--- src/rtl/tmds_pkg.sv ---
// rtl/tmds_pkg.sv - shared TMDS token constants, aligner state type and symbol decode
// Contents: TOKEN_CTRL0..3 control-token symbols, align_state_t, tmds_decode_word().
package tmds_pkg;

  localparam logic [9:0] TOKEN_CTRL0 = 10'h354;  // {c1,c0} = 00
  localparam logic [9:0] TOKEN_CTRL1 = 10'h0AB;  // {c1,c0} = 01
  localparam logic [9:0] TOKEN_CTRL2 = 10'h154;  // {c1,c0} = 10
  localparam logic [9:0] TOKEN_CTRL3 = 10'h2AB;  // {c1,c0} = 11

  typedef enum logic {
    SEARCH = 1'b0,
    LOCKED = 1'b1
  } align_state_t;

  // Undo the TMDS data-period encoding: bit 9 flags inversion of the low byte,
  // bit 8 selects XOR (1) or XNOR (0) chaining between neighbouring bits.
  function automatic logic [7:0] tmds_decode_word(input logic [9:0] sym);
    logic [7:0] d;
    logic [7:0] q;
    d    = sym[9] ? ~sym[7:0] : sym[7:0];
    q[0] = d[0];
    for (int i = 1; i < 8; i++) begin
      q[i] = sym[8] ? (d[i] ^ d[i-1]) : ~(d[i] ^ d[i-1]);
    end
    return q;
  endfunction

endpackage

--- src/rtl/tmds_word_aligner.sv ---
// rtl/tmds_word_aligner.sv - word alignment, control-token match and lock FSM for one channel
// Ports: clk, reset (sync, active-high); raw_bits/raw_valid deserializer words;
//   word/word_valid/word_token/word_ctrl stage-1 aligned symbol; locked; slip_offset (0..9).
module tmds_word_aligner
  import tmds_pkg::*;
#(
  parameter int CTRL_RUN       = 8,
  parameter int SEARCH_TIMEOUT = 1024,
  parameter int LOCK_TIMEOUT   = 4096
) (
  input  logic       clk,
  input  logic       reset,
  input  logic [9:0] raw_bits,
  input  logic       raw_valid,
  output logic [9:0] word,
  output logic       word_valid,
  output logic       word_token,
  output logic [1:0] word_ctrl,
  output logic       locked,
  output logic [3:0] slip_offset
);

  localparam int IDLE_MAX = (SEARCH_TIMEOUT > LOCK_TIMEOUT) ? SEARCH_TIMEOUT : LOCK_TIMEOUT;
  localparam int RUN_W    = $clog2(CTRL_RUN) + 1;
  localparam int IDLE_W   = $clog2(IDLE_MAX) + 1;
  localparam logic [RUN_W-1:0]  RUN_LAST    = RUN_W'(CTRL_RUN);
  localparam logic [IDLE_W-1:0] SEARCH_LAST = IDLE_W'(SEARCH_TIMEOUT);
  localparam logic [IDLE_W-1:0] LOCK_LAST   = IDLE_W'(LOCK_TIMEOUT);

  logic [9:0]        prev;
  logic [19:0]       window_shifted;
  logic [9:0]        aligned;
  logic              aligned_token;
  logic [1:0]        aligned_ctrl;

  align_state_t      state, state_next;
  logic [RUN_W-1:0]  run, run_next, run_inc;
  logic [IDLE_W-1:0] idle_cnt, idle_next, idle_inc;
  logic [3:0]        offset_next;

  // The previous word holds the earlier bits, so offset k picks stream bits k..k+9.
  assign window_shifted = {raw_bits, prev} >> slip_offset;
  assign aligned        = window_shifted[9:0];

  always_comb begin
    aligned_token = 1'b1;
    aligned_ctrl  = 2'b00;
    case (aligned)
      TOKEN_CTRL0: aligned_ctrl = 2'b00;
      TOKEN_CTRL1: aligned_ctrl = 2'b01;
      TOKEN_CTRL2: aligned_ctrl = 2'b10;
      TOKEN_CTRL3: aligned_ctrl = 2'b11;
      default:     aligned_token = 1'b0;
    endcase
  end

  always_ff @(posedge clk) begin
    if (reset) begin
      prev       <= '0;
      word       <= '0;
      word_valid <= 1'b0;
      word_token <= 1'b0;
      word_ctrl  <= 2'b00;
    end else begin
      word_valid <= raw_valid;
      if (raw_valid) begin
        prev       <= raw_bits;
        word       <= aligned;
        word_token <= aligned_token;
        word_ctrl  <= aligned_ctrl;
      end
    end
  end

  // The FSM acts on the stage-1 word so locked changes on the same edge as the
  // decoded output of the word that caused it.
  assign run_inc  = run + RUN_W'(1);
  assign idle_inc = idle_cnt + IDLE_W'(1);

  always_comb begin
    state_next  = state;
    run_next    = run;
    idle_next   = idle_cnt;
    offset_next = slip_offset;
    if (word_valid) begin
      case (state)
        SEARCH: begin
          if (word_token) begin
            idle_next = '0;
            run_next  = run_inc;
            if (run_inc == RUN_LAST) state_next = LOCKED;
          end else begin
            run_next = '0;
            if (idle_inc == SEARCH_LAST) begin
              idle_next   = '0;
              offset_next = (slip_offset == 4'd9) ? 4'd0 : slip_offset + 4'd1;
            end else begin
              idle_next = idle_inc;
            end
          end
        end
        LOCKED: begin
          if (word_token) begin
            idle_next = '0;
          end else if (idle_inc == LOCK_LAST) begin
            state_next = SEARCH;
            run_next   = '0;
            idle_next  = '0;
          end else begin
            idle_next = idle_inc;
          end
        end
        default: state_next = SEARCH;
      endcase
    end
  end

  always_ff @(posedge clk) begin
    if (reset) begin
      state       <= SEARCH;
      run         <= '0;
      idle_cnt    <= '0;
      slip_offset <= 4'd0;
    end else begin
      state       <= state_next;
      run         <= run_next;
      idle_cnt    <= idle_next;
      slip_offset <= offset_next;
    end
  end

  assign locked = (state == LOCKED);

endmodule

--- src/rtl/tmds_channel_decoder.sv ---
// rtl/tmds_channel_decoder.sv - one TMDS receive channel: align, token detect, decode
// Ports: clk, reset (sync, active-high); raw_bits/raw_valid deserializer words;
//   data_out, ctrl_out, de, out_valid decoded symbol; locked; slip_offset (0..9).
module tmds_channel_decoder
  import tmds_pkg::*;
#(
  parameter int CTRL_RUN       = 8,
  parameter int SEARCH_TIMEOUT = 1024,
  parameter int LOCK_TIMEOUT   = 4096
) (
  input  logic       clk,
  input  logic       reset,
  input  logic [9:0] raw_bits,
  input  logic       raw_valid,
  output logic [7:0] data_out,
  output logic [1:0] ctrl_out,
  output logic       de,
  output logic       out_valid,
  output logic       locked,
  output logic [3:0] slip_offset
);

  logic [9:0] word;
  logic       word_valid;
  logic       word_token;
  logic [1:0] word_ctrl;

  tmds_word_aligner #(
    .CTRL_RUN       (CTRL_RUN),
    .SEARCH_TIMEOUT (SEARCH_TIMEOUT),
    .LOCK_TIMEOUT   (LOCK_TIMEOUT)
  ) u_aligner (
    .clk         (clk),
    .reset       (reset),
    .raw_bits    (raw_bits),
    .raw_valid   (raw_valid),
    .word        (word),
    .word_valid  (word_valid),
    .word_token  (word_token),
    .word_ctrl   (word_ctrl),
    .locked      (locked),
    .slip_offset (slip_offset)
  );

  // Tokens update only ctrl_out and data words only data_out, so each output
  // keeps its last value through the other kind of period.
  always_ff @(posedge clk) begin
    if (reset) begin
      data_out  <= 8'h00;
      ctrl_out  <= 2'b00;
      de        <= 1'b0;
      out_valid <= 1'b0;
    end else begin
      out_valid <= word_valid;
      if (word_valid) begin
        if (word_token) begin
          de       <= 1'b0;
          ctrl_out <= word_ctrl;
        end else begin
          de       <= 1'b1;
          data_out <= tmds_decode_word(word);
        end
      end
    end
  end

endmodule
--- config.mk ---
export PLATFORM = sky130hd
export DESIGN_NAME = tmds_channel_decoder
export DESIGN_NICKNAME = d
export VERILOG_FILES = /design/src/rtl/tmds_pkg.sv /design/src/rtl/tmds_word_aligner.sv /design/src/rtl/tmds_channel_decoder.sv
export SDC_FILE = /design/constraint.sdc
export NUM_CORES = 1
export LEC_CHECK = 0
export BUFFER_PORTS_ARGS = -buffer_cell sky130_fd_sc_hd__buf_4
export CORE_MARGIN = 2
export CORE_UTILIZATION = 55
export CTS_BUF_LIST = sky130_fd_sc_hd__clkbuf_4 sky130_fd_sc_hd__clkbuf_8
export CTS_CLUSTER_DIAMETER = 150
export DETAILED_ROUTE_END_ITERATION = 7
export PLACE_DENSITY_LB_ADDON = 0.12
export SYNTH_ARGS = -nofsm -noshare
export SYNTH_HDL_FRONTEND = slang
export SYNTH_SLANG_ARGS = --single-unit
--- constraint.sdc ---
create_clock -name clk -period 4.3 [get_ports clk]
set_input_delay 0.43 -clock clk [delete_from_list [all_inputs] [get_ports clk]]
set_output_delay 0.43 -clock clk [all_outputs]
set_load 0.1 [all_outputs]
# == Word level (Yosys, flattened, before mapping) ==
# Cells that the tools add are included.
# word_totals
ff_bits,58
input_bits,13
elab_cells,75
# op_classes
add_sub_neg,3
n_eq_ne,10
n_shift,1
mux,26
bitwise,17
reduce_logical,5
# ops
cell,n
2-to-1 mux 13 bit,4
case mux 13 bit (2 select lines),1
"== test 10 bit, second input constant",2
>> shifter 20 x 4 -> 10 bit,1
2-to-1 mux 4 bit,4
"adder 13 x 1 -> 13 bit, second input constant",1
"== test 13 x 11 -> 1 bit, second input constant",1
"== test 13 bit, second input constant",1
2-to-1 mux 1 bit,13
"== test 10 x 8 -> 1 bit, second input constant",1
"== test 10 x 9 -> 1 bit, second input constant",1
inverter 1 bit,9
"adder 4 x 1 -> 4 bit, second input constant",2
"== test 4 bit, second input constant",2
2-to-1 mux 8 bit,1
inverter 8 bit,1
case mux 4 bit (2 select lines),1
bitwise XOR 1 bit,7
case mux 2 bit (3 select lines),1
"!= test 2 bit, second input constant",2
AND reduction 2 bit,2
AND reduction 4 bit,1
OR reduction 4 bit,1
AND reduction 3 bit,1
case mux 1 bit (2 select lines),1

# == Logic depth before layout (Yosys ltp) ==
# logic_depth
ltp_word,5
depth_mapped,9

# == By module ==
# From an unflattened synthesis, not the netlist that was laid out.
# unflattened
hier_cells,336
hier_area_um2,3429.5
# by_module_without_submodules
mod,instances,cells_per_inst,area_per_inst_um2,seq_area_each_um2
tmds_word_aligner,1,281,2829.0,920.9
tmds_channel_decoder,1,55,600.6,240.2

# == Worst setup path after synthesis ==
# Ideal clock, no wire load.
# synth_path
path_type,register -> register
from,reg u_aligner.slip_offset[1]
to,reg u_aligner.word_ctrl[1]
arrival_time_ns,3.134
required_ns,4.241
slack_ns,1.107
path_stages_with_launch,8
n_path_buf,1
synth_period_minus_slack_ns,3.193
path_cell_list,dfxtp_1 buf_6 mux4_2 mux4_2 a211o_1 or4_1 a31oi_1 o211a_1
# synth_between
elab_chain_len,3
# synth_lines
element,line_no,source
start: declaration,tmds_word_aligner.sv:20,output logic [3:0] slip_offset
start signal: assignment,tmds_word_aligner.sv:128,slip_offset <= offset_next;
>> shifter 20 x 4 -> 10 bit *,tmds_word_aligner.sv:42,"assign window_shifted = {raw_bits, prev} >> slip_offset;"
"== test 10 bit, or another cell as far along",tmds_word_aligner.sv:48,case (aligned)
case mux 2 bit (3 select lines) *,tmds_word_aligner.sv:48,
end signal: assignment,tmds_word_aligner.sv:70,word_ctrl <= aligned_ctrl;
end: declaration,tmds_word_aligner.sv:18,"output logic [1:0] word_ctrl,"
# Mark *: on every way between the ends. The rest lies on a longest branch, timed or not.
# A chain may end at the register's enable or synchronous reset.

# == Final worst setup path ==
# Ends and elaborated chain as after synthesis.

==> run summary <==
The leakage power summed over all cells came out at 1.56 nW. The post-synth net total is 419. The die area came out at 0.00703 sq mm. The number of hold buffers added after cts is 0.

The post-layout instance count excluding filler cells is 497. The flow ran to the end, and the final reports show no timing, DRC or antenna violations. The cell taking the most area after synthesis is dfxtp_1. The hold violation total from the final report came out at 0. Summed over all failing endpoints, the final setup total negative slack is 0 ns. The number of global-route vias before repair is 2,819.

The number of antenna violations at the first check in global routing came out at 0. The count of filler cells inserted in the layout is between 500 and 600. Among cell families on the critical path, the largest total delay comes from multiplexers. The mean instance size in the synthesized netlist came out at 8.70 sq um. The antenna diode count is 0. The CTS clock-pin slew for the worst setup and hold paths came out at approximately 0.060 ns. In this run the vertical extent of the chip is roughly 84 um. The clock tree synthesis step divided the H-tree into 3 levels.

For this block, the routed nets add up to 7.76 mm of wire. The area used by sequential logic in the layout is 0.00116 sq mm. The count of different cell masters after synthesis is 53. From left edge to right edge, the die measures between 80 and 90 um. The critical path arrival is 3.55 ns. Sorting the synthesized cells by how often they occur yields nor2_1, dfxtp_1, nand2_1. The area of the placeable core is 0.00624 sq mm.

The detailed placement HPWL came out at 5.32 mm. The fraction of post-synthesis cell area in the top cell type by area is 33.1%. The number of enable-type register cells in the synthesized netlist is 0. For this run, the detailed router's first-pass iteration total came to 4.

The count of buffers added on input and output ports is 29. The power density over cell area is 343 mW/mm^2. The number of top-level pins came out at 30. Across every metal layer, demand over resource in global routing totals 22.8%. The clock period minus final worst setup slack is roughly 3.3 ns.

The worst setup slack before clock tree synthesis came out at 1.06 ns. The number of DRC markers in iteration 0 is 190. The fraction of the yosys area taken by sequential cells came out at between 30% and 40%. The actual transition at the worst max-transition pin came out at 1.23 ns. The final setup violation count came out at 0. The warning count from the yosys run came out at 0. The max-slew violation total from the final report is 0.

After detailed routing, the number of remaining DRC violations is 0. IR analysis of the VDD net gives a maximum drop of approximately 220 uV. In the final layout, the multi-input gates occupy 0.00217 sq mm. The internal power came out at 985 uW. The initial utilization of the core area, before any placement, comes to 56.2%. The post-cts repair resize count came out at 0. The floorplan has 29 rows. The clock passes through at most 2 buffers. The area of all placed cells without fillers came out at 0.00393 sq mm. At the later pin of the worst-skew pair, clock insertion delay measures 0.34 ns. Entering global routing, the biggest net connects 57 pins.

In this run, placement finished with an instance count of 481. After synthesis the netlist holds a flip-flop and latch count of 58. Once routing completed, OpenROAD measured the worst setup slack at around 1.0 ns. In this run the power spent charging and discharging nets is 363 uW.

The startpoint kind of the worst setup timing path is a register. The critical path in this run is classified as register to register. Together, buffers and inverters on the worst path number 0. The part of the power in registers came out at 42.6%.

The number of clock buffers added by TritonCTS is 9. The net switching fraction of the power is 26.9%. The synthesized area came out at 0.00351 sq mm.

Setup repair after global routing left no endpoint under its margin. The highest attainable clock frequency is 0.306 GHz. Using the TritonRoute via totals, the vias-per-cell ratio works out to 6.08. STA classifies the critical path endpoint as a register. The most used flip-flop cell after synthesis is dfxtp_1. After detailed routing, the average wire length per cell comes to around 16 um. The class of the tightest hold or removal check is primary input to register. The most used cell along the critical path is mux4_2. The worst-case clock skew came out at 0.00836 ns. The share of cells above drive strength 1 came out at 15.5%.

The overall power is approximately 1.3 mW. Walking the worst path, the cells encountered are mux4_2, mux4_2, a211o_1, or4_1, a31oi_1, o211a_1. TritonCTS built the clock tree.

Counting every sink on the clock net gives 58. STA puts the critical path data required time at between 4 and 5 ns. The clock network is responsible for 44.0% of the overall power. The reported max-cap violation count came out at 0. The routed via count came out at ~3,000. After layout, the worst path uses between 70% and 80% of the clock period. At the end of the flow, the number of nets in the layout was 431. After synthesis, the cell types taking the most area are dfxtp_1, mux2i_1, mux4_2. The highest-delay cell along the critical path is dfxtp_1. The global route total overflow came out at 0.

The most frequent cell after synthesis is nor2_1. In the synthesized netlist the async set-or-reset flop fraction comes to 0%. The routability-driven placement congestion ratio came out at 0.903. The area growth from synthesis to final layout came out at 12.2%. The root buffer cell chosen for the clock tree is clkbuf_8. The share of total power dissipated in combinational logic is around 13%. The final antenna-violating net count is 0.

The gate count of the mapped netlist is between 400 and 500. The worst relative slew slack is 15.5%. In this run the post-CTS setup repair buffer count came out at 0. On the worst path, the slowest cell contributes a delay of 1.02 ns.

The maximum fanout encountered on the critical timing path is 28. The first global-routing pass estimated approximately 13 mm of wire. The total placed instance area is 0.00370 sq mm.
## tightest hold or removal path, cell delays in order
cell	delay, ns
buf_4	0.09
mux2i_1	0.06
nor2_1	0.07
## power by group through the flow
stage          registers (mW)  logic [mW]  clock network (mW)
5_1_grt                 0.577       0.194               0.624
4_1_cts                 0.574       0.181               0.602
3_5_place_dp            0.586       0.181                   0
2_1_floorplan           0.629      0.0931                   0
6_report                0.575       0.181               0.593
3_3_place_gp            0.586       0.180                   0
## cell families (layout without fill, tap and decap cells)
| kind of cell | Yosys count | in the layout | share of synthesized area, % |
|---|---|---|---|
| AO/OA/AOI/OAI | 86 | 86 | 16.5 |
| XOR/XNOR | 18 | 18 | 4.50 |
| adder cells (fa/ha/maj) | 3 | 3 | 1.07 |
| buffers and inverters | 41 | 58 | 5.00 |
| flip-flops | 58 | 58 | 33.1 |
| multiplexers | 48 | 48 | 19.9 |
| AND/OR/NAND/NOR | 149 | 149 | 20.0 |
## flip-flops by register name, summed over array words and instances (netlist names)
signal / count
u_aligner.word_valid: 1
u_aligner.run: 4
u_aligner.prev: 10
u_aligner.word_token: 1
u_aligner.slip_offset: 4
u_aligner.word: 10
data_out: 8
u_aligner.locked: 1
de: 1
ctrl_out: 2
u_aligner.word_ctrl: 2
u_aligner.idle_cnt: 13
out_valid: 1
## cell type report
| class | instances | share of cell area, % |
|---|---|---|
| Clock buffer | 12 | 4.04 |
| Clock inverter | 4 | 1.88 |
| Inverter | 11 | 1.05 |
| Multi-Input combinational cell | 304 | 55.2 |
| Sequential cell | 58 | 29.5 |
| Tap cell | 77 | 2.45 |
| Timing Repair Buffer | 31 | 5.92 |
## placed cells by master (no fill, tap or decap), types with 5 or more instances in the layout
cell type and n:
nor2_1 59, nand4_1 5, xnor2_1 16, nor3_1 9, mux4_2 10, a31oi_1 6
a211oi_1 17, mux4_1 5, nor2b_1 5, nand2_1 33, a21oi_1 24, mux2i_1 28
inv_1 9, o21ai_0 11, and3_1 7, dfxtp_1 58, buf_4 31, nand3_1 10
clkbuf_8 11
## path summary, 6_finish.rpt
| check | start | end | slack, ns | depth (start not counted) |
|---|---|---|---|---|
| worst max-delay path | u_aligner.slip_offset[1] | u_aligner.word_ctrl[1] | 1.03 | 6 |
| worst min-delay path | raw_bits[9] | u_aligner.prev[9] | 0.35 | 3 |
| worst max register to register | u_aligner.slip_offset[1] | u_aligner.word_ctrl[1] | 1.03 | 6 |
| worst min register to register | ctrl_out[1] | ctrl_out[1] | 0.47 | 2 |
## routing by layer
| layer | track usage (%) | wire length [um] | vias up |
|---|---|---|---|
| met4 | 10.3 | 147 | 0 |
| met1 | 28.8 | 3510 | 1453 |
| met5 | 0 | 0 | - |
| met2 | 38.3 | 3840 | 67 |
| li1 | - | - | 1490 |
| met3 | 3.66 | 261 | 14 |
## metrics by stage
stage	utilization [%]	hold WS [ns]
after detailed placement	59.3	0.457
after CTS	63.0	0.345
final	63.0	0.352
after floorplan	-	0.452
after global placement	59.3	0.444
after global routing	63.0	0.356
Note: power is estimated with default switching activity, not from simulation.
